--- src/rtl/rv32_ctrl_pkg.sv ---
// Shared definitions for the multicycle RV32 control unit.
// Holds the FSM state encoding, base opcodes, ALU operation codes,
// ALU decode modes and datapath mux-select encodings.
package rv32_ctrl_pkg;

  localparam int unsigned OPCODE_W   = 7;
  localparam int unsigned ALU_CTRL_W = 4;
  localparam int unsigned SEL_W      = 2;

  typedef enum logic [3:0] {
    S_FETCH,
    S_DECODE,
    S_EXEC_R,
    S_EXEC_I,
    S_MEMADR,
    S_MEMRD,
    S_MEMWB,
    S_MEMWR,
    S_ALUWB,
    S_BRANCH,
    S_JAL,
    S_JALR,
    S_LUI,
    S_AUIPC,
    S_TRAP
  } state_t;

  // Base opcodes (instruction bits [6:0])
  localparam logic [OPCODE_W-1:0] OP_R      = 7'h33;
  localparam logic [OPCODE_W-1:0] OP_IMM    = 7'h13;
  localparam logic [OPCODE_W-1:0] OP_LOAD   = 7'h03;
  localparam logic [OPCODE_W-1:0] OP_STORE  = 7'h23;
  localparam logic [OPCODE_W-1:0] OP_BRANCH = 7'h63;
  localparam logic [OPCODE_W-1:0] OP_JAL    = 7'h6F;
  localparam logic [OPCODE_W-1:0] OP_JALR   = 7'h67;
  localparam logic [OPCODE_W-1:0] OP_LUI    = 7'h37;
  localparam logic [OPCODE_W-1:0] OP_AUIPC  = 7'h17;

  // ALU operation codes
  localparam logic [ALU_CTRL_W-1:0] ALU_ADD  = 4'd0;
  localparam logic [ALU_CTRL_W-1:0] ALU_SUB  = 4'd1;
  localparam logic [ALU_CTRL_W-1:0] ALU_AND  = 4'd2;
  localparam logic [ALU_CTRL_W-1:0] ALU_OR   = 4'd3;
  localparam logic [ALU_CTRL_W-1:0] ALU_XOR  = 4'd4;
  localparam logic [ALU_CTRL_W-1:0] ALU_SLL  = 4'd5;
  localparam logic [ALU_CTRL_W-1:0] ALU_SRL  = 4'd6;
  localparam logic [ALU_CTRL_W-1:0] ALU_SRA  = 4'd7;
  localparam logic [ALU_CTRL_W-1:0] ALU_SLT  = 4'd8;
  localparam logic [ALU_CTRL_W-1:0] ALU_SLTU = 4'd9;

  // How the ALU decoder interprets funct3/funct7b5
  localparam logic [1:0] MODE_ADD = 2'd0;  // forced add (fetch/address)
  localparam logic [1:0] MODE_R   = 2'd1;  // register-register op
  localparam logic [1:0] MODE_I   = 2'd2;  // register-immediate op
  localparam logic [1:0] MODE_BR  = 2'd3;  // branch compare

  // Datapath mux selects
  localparam logic [SEL_W-1:0] SRC_A_PC     = 2'b00;
  localparam logic [SEL_W-1:0] SRC_A_OLD_PC = 2'b01;
  localparam logic [SEL_W-1:0] SRC_A_RS1    = 2'b10;

  localparam logic [SEL_W-1:0] SRC_B_RS2    = 2'b00;
  localparam logic [SEL_W-1:0] SRC_B_IMM    = 2'b01;
  localparam logic [SEL_W-1:0] SRC_B_FOUR   = 2'b10;

  localparam logic [SEL_W-1:0] RES_ALU_OUT  = 2'b00;
  localparam logic [SEL_W-1:0] RES_MEM      = 2'b01;
  localparam logic [SEL_W-1:0] RES_ALU      = 2'b10;
  localparam logic [SEL_W-1:0] RES_IMM      = 2'b11;

  // Branch outcome from the ALU zero flag: bit 0 inverts the sense,
  // bit 2 selects the compare (SLT/SLTU) family whose "true" is non-zero.
  function automatic logic branch_taken(input logic zero, input logic [2:0] f3);
    return zero ^ f3[0] ^ f3[2];
  endfunction

endpackage

--- src/rtl/alu_decoder.sv ---
// ALU control decode.
// Ports: mode (MODE_* from the package), funct3, funct7b5 -> alu_ctrl.
module alu_decoder
  import rv32_ctrl_pkg::*;
(
  input  logic [1:0] mode,
  input  logic [2:0] funct3,
  input  logic       funct7b5,
  output logic [3:0] alu_ctrl
);

  // funct7b5 only distinguishes SUB for register ops and SRA for both shift forms
  always_comb begin
    alu_ctrl = ALU_ADD;
    case (mode)
      MODE_R, MODE_I: begin
        case (funct3)
          3'b000:  alu_ctrl = ((mode == MODE_R) && funct7b5) ? ALU_SUB : ALU_ADD;
          3'b001:  alu_ctrl = ALU_SLL;
          3'b010:  alu_ctrl = ALU_SLT;
          3'b011:  alu_ctrl = ALU_SLTU;
          3'b100:  alu_ctrl = ALU_XOR;
          3'b101:  alu_ctrl = funct7b5 ? ALU_SRA : ALU_SRL;
          3'b110:  alu_ctrl = ALU_OR;
          default: alu_ctrl = ALU_AND;
        endcase
      end
      MODE_BR: begin
        case (funct3[2:1])
          2'b10:   alu_ctrl = ALU_SLT;
          2'b11:   alu_ctrl = ALU_SLTU;
          default: alu_ctrl = ALU_SUB;
        endcase
      end
      default: alu_ctrl = ALU_ADD;
    endcase
  end

endmodule

--- src/rtl/multicycle_controller.sv ---
// Multicycle RV32 control FSM.
// Inputs : clk, reset (sync, active-high), opcode/funct3/funct7b5 from the
//          instruction register, zero_flag from the ALU, mem_ready.
// Outputs: write enables (pc/ir/old_pc/reg), mem_req/mem_write/adr_src,
//          pc_src, ALU operand/op selects, result_src, instr_retired, halted.
// Strobes are decoded from the state register; the fetch and memory
// handshakes and the branch decision use same-cycle inputs.
module multicycle_controller
  import rv32_ctrl_pkg::*;
#(
  parameter logic TRAP_ON_ILLEGAL = 1'b1
) (
  input  logic       clk,
  input  logic       reset,
  input  logic [6:0] opcode,
  input  logic [2:0] funct3,
  input  logic       funct7b5,
  input  logic       zero_flag,
  input  logic       mem_ready,
  output logic       pc_write,
  output logic       ir_write,
  output logic       old_pc_write,
  output logic       reg_write,
  output logic       mem_req,
  output logic       mem_write,
  output logic       adr_src,
  output logic       pc_src,
  output logic [1:0] alu_src_a,
  output logic [1:0] alu_src_b,
  output logic [1:0] result_src,
  output logic [3:0] alu_ctrl,
  output logic       instr_retired,
  output logic       halted
);

  state_t     state;
  logic       is_jalr;
  logic       decode_illegal;
  logic [1:0] alu_mode;

  alu_decoder u_alu_decoder (
    .mode     (alu_mode),
    .funct3   (funct3),
    .funct7b5 (funct7b5),
    .alu_ctrl (alu_ctrl)
  );

  // Unknown opcodes and the unused branch funct3 codes 010/011 are illegal
  always_comb begin
    decode_illegal = 1'b0;
    case (opcode)
      OP_R, OP_IMM, OP_LOAD, OP_STORE,
      OP_JAL, OP_JALR, OP_LUI, OP_AUIPC: decode_illegal = 1'b0;
      OP_BRANCH: decode_illegal = (funct3[2:1] == 2'b01);
      default:   decode_illegal = 1'b1;
    endcase
  end

  // State sequencing; is_jalr remembers that S_EXEC_I is computing a jump target
  always_ff @(posedge clk) begin
    if (reset) begin
      state   <= S_FETCH;
      is_jalr <= 1'b0;
    end else begin
      case (state)
        S_FETCH: if (mem_ready) state <= S_DECODE;
        S_DECODE: begin
          is_jalr <= (opcode == OP_JALR);
          if (decode_illegal) begin
            state <= TRAP_ON_ILLEGAL ? S_TRAP : S_FETCH;
          end else begin
            case (opcode)
              OP_R:               state <= S_EXEC_R;
              OP_IMM, OP_JALR:    state <= S_EXEC_I;
              OP_LOAD, OP_STORE:  state <= S_MEMADR;
              OP_BRANCH:          state <= S_BRANCH;
              OP_JAL:             state <= S_JAL;
              OP_LUI:             state <= S_LUI;
              OP_AUIPC:           state <= S_AUIPC;
              default:            state <= S_TRAP;
            endcase
          end
        end
        S_EXEC_R: state <= S_ALUWB;
        S_EXEC_I: state <= is_jalr ? S_JALR : S_ALUWB;
        S_MEMADR: state <= (opcode == OP_STORE) ? S_MEMWR : S_MEMRD;
        S_MEMRD:  if (mem_ready) state <= S_MEMWB;
        S_MEMWR:  if (mem_ready) state <= S_FETCH;
        S_MEMWB, S_ALUWB, S_BRANCH, S_JAL,
        S_JALR, S_LUI, S_AUIPC: state <= S_FETCH;
        S_TRAP:   state <= S_TRAP;
        default:  state <= S_FETCH;
      endcase
    end
  end

  // Per-state strobes and selects; reset masks every strobe in its own cycle
  always_comb begin
    pc_write      = 1'b0;
    ir_write      = 1'b0;
    old_pc_write  = 1'b0;
    reg_write     = 1'b0;
    mem_req       = 1'b0;
    mem_write     = 1'b0;
    adr_src       = 1'b0;
    pc_src        = 1'b0;
    alu_src_a     = SRC_A_PC;
    alu_src_b     = SRC_B_RS2;
    result_src    = RES_ALU_OUT;
    alu_mode      = MODE_ADD;
    instr_retired = 1'b0;
    halted        = 1'b0;

    case (state)
      S_FETCH: begin
        mem_req      = 1'b1;
        alu_src_a    = SRC_A_PC;
        alu_src_b    = SRC_B_FOUR;
        result_src   = RES_ALU;
        ir_write     = mem_ready;
        pc_write     = mem_ready;
        old_pc_write = mem_ready;
      end
      S_DECODE: begin
        alu_src_a     = SRC_A_OLD_PC;
        alu_src_b     = SRC_B_IMM;
        instr_retired = decode_illegal && !TRAP_ON_ILLEGAL;
      end
      S_EXEC_R: begin
        alu_src_a = SRC_A_RS1;
        alu_src_b = SRC_B_RS2;
        alu_mode  = MODE_R;
      end
      S_EXEC_I: begin
        alu_src_a = SRC_A_RS1;
        alu_src_b = SRC_B_IMM;
        alu_mode  = is_jalr ? MODE_ADD : MODE_I;
      end
      S_MEMADR: begin
        alu_src_a = SRC_A_RS1;
        alu_src_b = SRC_B_IMM;
      end
      S_MEMRD: begin
        mem_req = 1'b1;
        adr_src = 1'b1;
      end
      S_MEMWR: begin
        mem_req       = 1'b1;
        mem_write     = 1'b1;
        adr_src       = 1'b1;
        instr_retired = mem_ready;
      end
      S_MEMWB: begin
        reg_write     = 1'b1;
        result_src    = RES_MEM;
        instr_retired = 1'b1;
      end
      S_ALUWB, S_AUIPC: begin
        reg_write     = 1'b1;
        result_src    = RES_ALU_OUT;
        instr_retired = 1'b1;
      end
      S_BRANCH: begin
        alu_src_a     = SRC_A_RS1;
        alu_src_b     = SRC_B_RS2;
        alu_mode      = MODE_BR;
        pc_src        = 1'b1;
        pc_write      = branch_taken(zero_flag, funct3);
        instr_retired = 1'b1;
      end
      // rd <= old_pc+4 via the live ALU, pc <= target held in alu_out
      S_JAL, S_JALR: begin
        alu_src_a     = SRC_A_OLD_PC;
        alu_src_b     = SRC_B_FOUR;
        result_src    = RES_ALU;
        reg_write     = 1'b1;
        pc_write      = 1'b1;
        pc_src        = 1'b1;
        instr_retired = 1'b1;
      end
      S_LUI: begin
        reg_write     = 1'b1;
        result_src    = RES_IMM;
        instr_retired = 1'b1;
      end
      S_TRAP: halted = 1'b1;
      default: ;
    endcase

    if (reset) begin
      pc_write      = 1'b0;
      ir_write      = 1'b0;
      old_pc_write  = 1'b0;
      reg_write     = 1'b0;
      mem_req       = 1'b0;
      mem_write     = 1'b0;
      instr_retired = 1'b0;
      halted        = 1'b0;
    end
  end

endmodule

--- config.mk ---
export PLATFORM = sky130hd
export DESIGN_NAME = multicycle_controller
export DESIGN_NICKNAME = d
export VERILOG_FILES = /design/src/rtl/rv32_ctrl_pkg.sv /design/src/rtl/alu_decoder.sv /design/src/rtl/multicycle_controller.sv
export SDC_FILE = /design/constraint.sdc
export NUM_CORES = 1
export LEC_CHECK = 0
export CAP_MARGIN = 20
export CORE_MARGIN = 2
export CORE_UTILIZATION = 45
export DETAILED_ROUTE_END_ITERATION = 7
export PLACE_DENSITY = 0.95
export SYNTH_ARGS = -nofsm -noshare
export SYNTH_HDL_FRONTEND = slang
export SYNTH_SLANG_ARGS = --single-unit
--- constraint.sdc ---
create_clock -name clk -period 6.2 [get_ports clk]
set_input_delay 1.24 -clock clk [delete_from_list [all_inputs] [get_ports clk]]
set_output_delay 1.24 -clock clk [all_outputs]
set_load 0.1 [all_outputs]
==> results.json, run 1 <==
{
  "status": "finished, final reports clean",
  "cp_data_arrival_time_ns": 3.58,
  "cp_max_fo": 15,
  "gp_congestion": 0.843,
  "cts_max_level": 1,
  "drv_cap": 0,
  "critical_path_class": "reg -> out",
  "place_hpwl_um": 1860,
  "final_cells": 190,
  "die_x_um": 48.2,
  "ys.flop_type": "dfxtp_1",
  "cpMostUsedCell": "a21oi_1",
  "switchingPower_mw": 0.465,
  "fin_crit_ns": 4.82,
  "switching_share_pct": 69.1,
  "drtIter0Drc": 42,
  "viasPerCell": 5.92,
  "nNetsFinal": 184,
  "dpl.cell_count": 186,
  "p_leak_nw": 0.459,
  "ir_worst_vdd_v": 0.000461,
  "worstSetupEndpointType": "primary output",
  "path_cells": "inv_1 -> or3_1 -> a21oi_1 -> ha_1 -> and3b_1 -> o21ai_0 -> a31o_2 -> a21oi_1 -> clkdlybuf4s50_1",
  "cp-start-kind": "register",
  "final_max_slew_viol_count": 0,
  "p_seq_share_pct": 11.7,
  "setup_viol": 0,
  "syn-num-nets": 154,
  "hold_class": "reg -> reg",
  "async_reset_ff_share_pct": 0,
  "cts_tree": "done",
  "grt_pass1_vias": 950,
  "period_share_pct": 77.7,
  "num_vias": 1125,
  "core_sq_um": 1780,
  "slowest_delay_ns": 1.14,
  "antenna_found_initial": 0,
  "drc": 0,
  "die-area_sq_um": 2320,
  "fmax_ghz": 0.208,
  "syn_inst": 136,
  "cts_buffer_depth": 2,
  "worstMarginPinSlew_ns": 0.988,
  "rsz0062_at_grt": "no",
  "synth_cell_types": 43,
  "p_per_area_nw_per_um2": 545,
  "grt_pass1_wl_um": 3870,
  "cts_buffers": 3,
  "drive_gt1_share_pct": 6.06,
  "cts_resized": 0,
  "p_int_mw": 0.208,
  "worstSkewPairLatency_ns": 0.24,
  "gr-usage-all-layers_pct": 22.8,
  "ant_nets": 0,
  "clkPwrFrac_pct": 5.6,
  "io_pins": 35,
  "fin_skew_ns": 0.00341,
  "grt_max_degree": 22,
  "clkSinkCount": 5,
  "num_rows": 15,
  "avgSynthCellArea_sq_um": 6.46,
  "ctsRootBufferMaster": "clkbuf_4",
  "die_height_um": 48.2,
  "layout_commonest_cell": "clkdlybuf4s50_1",
  "finalHoldViolations": 0,
  "ys_ff_latch": 5,
  "share_comb_of_total_power_pct": 82.7,
  "critPathSlowestCell": "clkdlybuf4s50_1",
  "cts.clk_slew.worst_paths_ns": 0.04,
  "ctsHoldBuffers": 0,
  "numPortBuffers": 34,
  "finalWirelength_um": 2370,
  "firstDrtPassIters": 4,
  "syn_to_final_growth_pct": 40.6,
  "syn-cell-area_sq_um": 878,
  "cp.required_ns": 4.96,
  "most-common-layout-cells": "clkdlybuf4s50_1 (33), nor2_1 (16), a21oi_1 (14)",
  "wl_per_cell_um": 12.5,
  "grt-ovfl-total": 0,
  "setup_tns_ns": 0,
  "antenna_cells": 0,
  "synth-warning-count": 0,
  "cts_setup_buffers": 0,
  "synth-seq-area-share_pct": 11.4,
  "maxSlewHeadroom_pct": 33.9,
  "start_util_pct": 49.3,
  "synth_edf_count": 0
}
## cells in the mapped netlist (3+ instances only)
cell      instances  area, sq um
dfxtp_1           5          100
buf_2             6         30.0
nand2b_1          6         37.5
a21oi_1          14         70.1
nor2_1           16         60.1
nor2b_1           5         31.3
o21ai_0           9         45.0
nand3b_1          3         22.5
inv_1             6         22.5
ha_1              3         37.5
nor3_1            8         40.0
nand3_1           6         30.0
nand2_1          10         37.5
## state kept, by name, summed over array words and instances, names as in the netlist
| register | count |
|---|---|
| state | 4 |
| is_jalr | 1 |
## metal layers
| layer | vias up | track usage [%] | wire (um) |
|---|---|---|---|
| li1 | 556 | - | - |
| met1 | 507 | 27.3 | 968 |
| met2 | 62 | 40.8 | 1190 |
| met3 | 0 | 7.41 | 206 |
| met4 | 0 | 2.16 | 0 |
| met5 | - | 0 | 0 |
## per-stage QoR
stage	hold WS (ns)	setup WS (ns)	instance area (sq um)	util, %	total power, mW
after floorplan	0.455	0.688	885	-	0.524
after global placement	0.494	1.48	1210	67.8	0.624
after detailed placement	0.500	1.44	1210	67.8	0.631
after CTS	0.508	1.41	1230	69.3	0.671
after global routing	0.538	1.16	1230	69.3	0.712
final	0.503	1.38	1230	69.3	0.672
## final cells by class
cell class	instances	area [sq um]
clock buffers	4	26.3
multi-input cells	115	713
fillers	158	548
well taps	25	31.3
repair buffers	34	338
inverters	7	26.3
flip-flops and latches	5	100
## worst max-delay path, delay by kind of cell (launching register included)
| kind | cells | cell delay [ns] |
|---|---|---|
| adder cells (fa/ha/maj) | 1 | 0.19 |
| flip-flops | 1 | 0.58 |
| AND/OR/NAND/NOR | 2 | 0.54 |
| AO/OA/AOI/OAI | 4 | 0.66 |
| buffers and inverters | 2 | 1.36 |
## logic make-up after synthesis
group / after synthesis / share of synthesized area [%]
compound gates: 37 / 25.8
xor+xnor: 1 / 2.56
fa+ha+maj: 3 / 4.27
buf+inv: 16 / 8.12
flops: 5 / 11.4
mux: 1 / 1.14
simple gates: 73 / 46.7
## power groups by stage
stage | Sequential (mW) | Combinational [mW] | Clock, mW
global route | 0.0833 | 0.586 | 0.0429
finish | 0.0787 | 0.556 | 0.0374
detailed placement | 0.0778 | 0.553 | 0
floorplan | 0.0475 | 0.476 | 0
CTS | 0.0772 | 0.555 | 0.0389
global placement | 0.0774 | 0.546 | 0
## path summary, 6_finish.rpt
check        startpoint  slack [ns]          end  depth (start not counted)
max            state[1]        1.38  alu_ctrl[0]                          9
min             is_jalr        0.50      is_jalr                          2
max reg2reg    state[2]        4.32     state[0]                          4
min reg2reg     is_jalr        0.50      is_jalr                          2
Note: power is estimated with default switching activity, not from simulation.
==> run 2, diff against run 1 <==
--- a/config.mk
+++ b/config.mk
@@ -7,9 +7,9 @@
 export LEC_CHECK = 0
 export CAP_MARGIN = 20
 export CORE_MARGIN = 2
-export CORE_UTILIZATION = 45
+export CORE_UTILIZATION = 43
 export DETAILED_ROUTE_END_ITERATION = 7
-export PLACE_DENSITY = 0.95
+export PLACE_DENSITY = 0.92
 export SYNTH_ARGS = -nofsm -noshare
 export SYNTH_HDL_FRONTEND = slang
 export SYNTH_SLANG_ARGS = --single-unit
==> constraint.sdc (replaced) <==
create_clock -name clk -period 4.92 [get_ports clk]
set_input_delay 0.984 -clock clk [delete_from_list [all_inputs] [get_ports clk]]
set_output_delay 0.984 -clock clk [all_outputs]
set_load 0.1 [all_outputs]
==> run 2 against run 1 <==
Die area is 4.3% higher. Global-route usage fell by 2.4 points. Routed wire length increased by 6.8%. Combinational power grew 26%. Sequential share of layout area grew 0.13 points. Sequential power increased by 30%. Hold slack improved by 0.018 ns. Utilization fell by 6.6 points. Via count rose by 1.1%. Critical endpoint is now result_src[1].
==> results.json, run 2 (same netlist as run 1, synthesis figures left out) <==
{
  "drc": 0,
  "most-common-layout-cells": "clkdlybuf4s50_1 (22), nor2_1 (16), a21oi_1 (14)",
  "ir_worst_vdd_v": 0.000712,
  "path_cells": "nor2b_1 -> nand2_1 -> a21boi_0 -> o22ai_1 -> clkdlybuf4s50_1",
  "critPathSlowestCell": "clkdlybuf4s50_1",
  "cp_max_fo": 21,
  "drtIter0Drc": 41,
  "io_pins": 35,
  "slowest_delay_ns": 1.16,
  "die-area_sq_um": 2420,
  "cts.clk_slew.worst_paths_ns": 0.05,
  "wl_met3_um": 153,
  "antenna_found_initial": 0,
  "design_area_sq_um": 1220,
  "clkSinkCount": 5,
  "largest_reg_flops": 4,
  "setup_viol": 0,
  "rr_worst_depth": 4,
  "final_max_slew_viol_count": 0,
  "finalWirelength_um": 2530,
  "nNetsFinal": 184,
  "start_util_pct": 45.2,
  "maxSlewHeadroom_pct": 34.8,
  "grt_pass1_wl_um": 3960,
  "grt_max_degree": 22,
  "status": "finished, final reports clean",
  "num_vias": 1137,
  "cts_setup_buffers": 0,
  "grt_pass1_vias": 961,
  "largestRegisters": "state x4, is_jalr x1",
  "ctsHoldBuffers": 0,
  "antenna_cells": 0,
  "core_sq_um": 1940,
  "worstMarginPinSlew_ns": 0.976,
  "die_height_um": 49.2,
  "wl_met1_um": 1000,
  "fin_skew_ns": 0.00419,
  "fin_total_pwr_mw": 0.850,
  "layout_commonest_cell": "clkdlybuf4s50_1",
  "syn_to_final_growth_pct": 38.5,
  "setup_tns_ns": 0,
  "viasPerCell": 5.92,
  "critical_path_class": "reg -> out",
  "worstSkewPairLatency_ns": 0.25,
  "drv_cap": 0,
  "p_per_area_nw_per_um2": 699,
  "rsz0062_at_grt": "no",
  "numPortBuffers": 34,
  "die_x_um": 49.2,
  "regArea_sq_um": 100,
  "ant_nets": 0,
  "num_rows": 16,
  "cts_tree": "done",
  "whs_ns": 0.521,
  "finalHoldViolations": 0,
  "cts_buffer_depth": 2,
  "wl_per_cell_um": 13.2,
  "period_share_pct": 78.7,
  "met2_length_um": 1330,
  "worstSetupEndpointType": "primary output",
  "ctsRootBufferMaster": "clkbuf_4",
  "cts_resized": 0,
  "cp_data_arrival_time_ns": 2.89,
  "p_leak_nw": 0.480,
  "hold_class": "reg -> reg",
  "gp_congestion": 0.856,
  "multi_input_area_sq_um": 719,
  "fin_crit_ns": 3.87,
  "firstDrtPassIters": 4,
  "drive_gt1_share_pct": 13.3,
  "cts_max_level": 1,
  "top_layer": "met4",
  "cp.required_ns": 3.94,
  "fmax_ghz": 0.258,
  "gr-usage-all-layers_pct": 20.4,
  "cts_buffers": 3,
  "holdPathStages": 2,
  "grt-ovfl-total": 0,
  "final_cells": 192,
  "place_hpwl_um": 1930,
  "top_register": "state",
  "dpl.cell_count": 188,
  "cp-start-kind": "register",
  "dpl_cell_area_sq_um": 1190,
  "num-fill-cells": 174
}
run 2: cell count changes in the layout (fill, tap and decap cells not counted):
cell / previous run / this run
clkdlybuf4s50_1: 33 / 22
nor4_1: 1 / 0
buf_4: 1 / 12
nor4_2: 0 / 1
run 2: worst max-delay path, delay by kind of cell, from the launching register on:
family | cells | cell delay [ns]
compound gates | 2 | 0.34
buf+inv | 1 | 1.16
flops | 1 | 0.74
simple gates | 2 | 0.40
run 2: routing by layer:
| layer | up-vias | global-route usage, % |
|---|---|---|
| li1 | 560 | - |
| met1 | 516 | 22.4 |
| met2 | 54 | 36.9 |
| met3 | 7 | 1.84 |
| met4 | 0 | 13.3 |
| met5 | - | 0 |
run 2: worst paths after layout:
check	start	end	slack, ns
hold reg to reg	is_jalr	is_jalr	0.52
setup / recovery	state[2]	result_src[1]	1.05
setup reg to reg	state[2]	state[0]	3.01
hold / removal	is_jalr	is_jalr	0.52
run 2: area by class of cell:
| type | instances | area share [%] |
|---|---|---|
| clock buffers | 4 | 2.16 |
| inverters | 7 | 2.16 |
| flip-flops and latches | 5 | 8.23 |
| well taps | 27 | 2.78 |
| repair buffers | 34 | 25.5 |
| multi-input cells | 115 | 59.2 |
run 2: through the flow:
stage	util, %	setup WS (ns)
final	62.6	1.05
after global routing	62.6	0.958
after CTS	62.6	1.09
after detailed placement	61.3	1.25
after global placement	61.3	1.28
after floorplan	-	0.348
run 2: power by group:
group	leakage (nW)	internal, mW	switching [mW]	total [mW]
registers	0.0409	0.0527	0.0491	0.102
logic	0.424	0.174	0.525	0.699
clock network	0.0150	0.0307	0.0178	0.0485
total	0.480	0.258	0.592	0.850
==> run 3, diff against run 2 <==
==> constraint.sdc (replaced) <==
create_clock -name clk -period 3.9 [get_ports clk]
set_input_delay 0.78 -clock clk [delete_from_list [all_inputs] [get_ports clk]]
set_output_delay 0.78 -clock clk [all_outputs]
set_load 0.1 [all_outputs]
==> run 3 against run 2 <==
First-iteration DRC count down 54%. Die area unchanged. Final area up 1.2%. Clock power up 28%. Combinational power up 26%. Power up 26%. Critical endpoint is now alu_ctrl[0]. Sequential power up 27%. Largest cell class unchanged. Hold slack worse by 0.0014 ns. Utilization up 0.77 points. Register-to-register slack worse by 1.0 ns. Routed wire length up 1.4%. Largest power group unchanged. Count of clock-buffer cells in the layout unchanged.
==> results.json, run 3 (same netlist as run 1, synthesis figures left out) <==
{
  "p_leak_nw": 0.501,
  "critPathLaunch": "state[1]",
  "gr-usage-all-layers_pct": 22.3,
  "rsz0062_at_grt": "no",
  "start_util_pct": 45.2,
  "syn_to_final_growth_pct": 40.2,
  "fmax_ghz": 0.278,
  "drv_cap": 0,
  "period_share_pct": 92.2,
  "clkSinkCount": 5,
  "status": "finished, final reports clean",
  "cts_tree": "done",
  "cp.required_ns": 3.12,
  "worstSetupEndpointType": "primary output",
  "dpl_cell_area_sq_um": 1200,
  "cp.depth": 9,
  "antenna_found_initial": 0,
  "design_area_sq_um": 1230,
  "cts_buffer_depth": 2,
  "die-area_sq_um": 2420,
  "fin_crit_ns": 3.60,
  "numPortBuffers": 34,
  "reg2reg_to": "state[0]",
  "slowest_delay_ns": 0.59,
  "setup.worst_path.end": "alu_ctrl[0]",
  "grt-ovfl-total": 0,
  "antenna_cells": 0,
  "num_vias": 1134,
  "path_buf_inv": 2,
  "cp-start-kind": "register",
  "crit_family": "compound AO/OA/AOI/OAI gates",
  "layout_commonest_cell": "buf_4",
  "worstSkewPairLatency_ns": 0.25,
  "cp_max_fo": 15,
  "nNetsFinal": 184,
  "largestRegisters": "state x4, is_jalr x1",
  "top_register": "state",
  "cts_resized": 0,
  "place_hpwl_um": 2020,
  "grt_pass1_vias": 1091,
  "ctsHoldBuffers": 0,
  "fin_total_pwr_mw": 1.07,
  "firstDrtPassIters": 6,
  "cts_max_level": 1,
  "fin_skew_ns": 0.00476,
  "setup_viol": 0,
  "fin_ws_ns": 0.304,
  "finalWirelength_um": 2560,
  "cpMostUsedCell": "a21oi_1",
  "worstMarginPinSlew_ns": 0.700,
  "grt_pass1_wl_um": 4360,
  "drive_gt1_share_pct": 19.4,
  "cts.clk_slew.worst_paths_ns": 0.05,
  "p_per_area_nw_per_um2": 871,
  "grt_max_degree": 22,
  "wl_per_cell_um": 13.3,
  "hold_class": "reg -> reg",
  "most-common-layout-cells": "buf_4 (18), nor2_1 (16), a21oi_1 (14), clkdlybuf4s50_1 (14), nand2_1 (10)",
  "cp_data_arrival_time_ns": 2.82,
  "drtIter0Drc": 19,
  "cts_buffers": 3,
  "dp_slack_ns": 0.600,
  "die_height_um": 49.2,
  "ctsRootBufferMaster": "clkbuf_4",
  "final_max_slew_viol_count": 0,
  "io_pins": 35,
  "ant_nets": 0,
  "num_rows": 16,
  "viasPerCell": 5.91,
  "rr_worst_depth": 4,
  "gp_congestion": 0.852,
  "ir_worst_vdd_v": 0.000814,
  "path_cells": "inv_1 -> or3_1 -> a21oi_1 -> ha_1 -> and3b_1 -> o21ai_0 -> a31o_2 -> a21oi_1 -> buf_12",
  "regToRegSetupSlack_ns": 1.98,
  "finalHoldViolations": 0,
  "cts_setup_buffers": 0,
  "drc": 0,
  "critPathSlowestCell": "dfxtp_1",
  "critical_path_class": "reg -> out",
  "maxSlewHeadroom_pct": 53.2,
  "core_sq_um": 1940,
  "largest_reg_flops": 4,
  "regToRegStartpoint": "state[2]",
  "die_x_um": 49.2
}
run 3: worst min-delay path by stage:
stage | startpoint | endpoint | cells past startpoint
after floorplan | is_jalr | is_jalr | 2
after global placement | is_jalr | is_jalr | 2
after detailed placement | is_jalr | is_jalr | 2
after CTS | is_jalr | is_jalr | 2
after global routing | is_jalr | is_jalr | 2
final | is_jalr | is_jalr | 2
run 3: worst reg2reg max path: cells and delay by family (launching register included):
family | cells | cell delay (ns)
flops | 1 | 0.76
compound gates | 1 | 0.25
simple gates | 3 | 0.80
run 3: layer usage:
layer  share of wire (%)  up-vias  wire length, um  global-route usage, %
li1                    -      551                -                      -
met1                  42      528             1060                   25.3
met2                  52       50             1320                   38.7
met3                 5.1        5              131                   2.76
met4                 1.6        0               42                   14.8
met5                   0        -                0                      0
run 3: power breakdown:
group	switching, mW	internal (mW)
Clock	0.0233	0.0388
Combinational	0.666	0.214
Sequential	0.0631	0.0665
run 3: layout make-up:
cell class	count	area [sq um]
clock buffers	4	26.3
well taps	27	33.8
fillers	185	711
inverters	7	26.3
repair buffers	34	315
flip-flops and latches	5	100
multi-input cells	115	729
run 3: metrics by stage:
| stage | TNS, ns | utilization (%) | hold WS, ns | cells |
|---|---|---|---|---|
| floorplan | -0.196 | - | 0.455 | 136 |
| global placement | 0 | 62.0 | 0.495 | 188 |
| detailed placement | 0 | 62.0 | 0.515 | 188 |
| CTS | 0 | 63.4 | 0.524 | 192 |
| global route | 0 | 63.4 | 0.549 | 192 |
| finish | 0 | 63.4 | 0.520 | 192 |
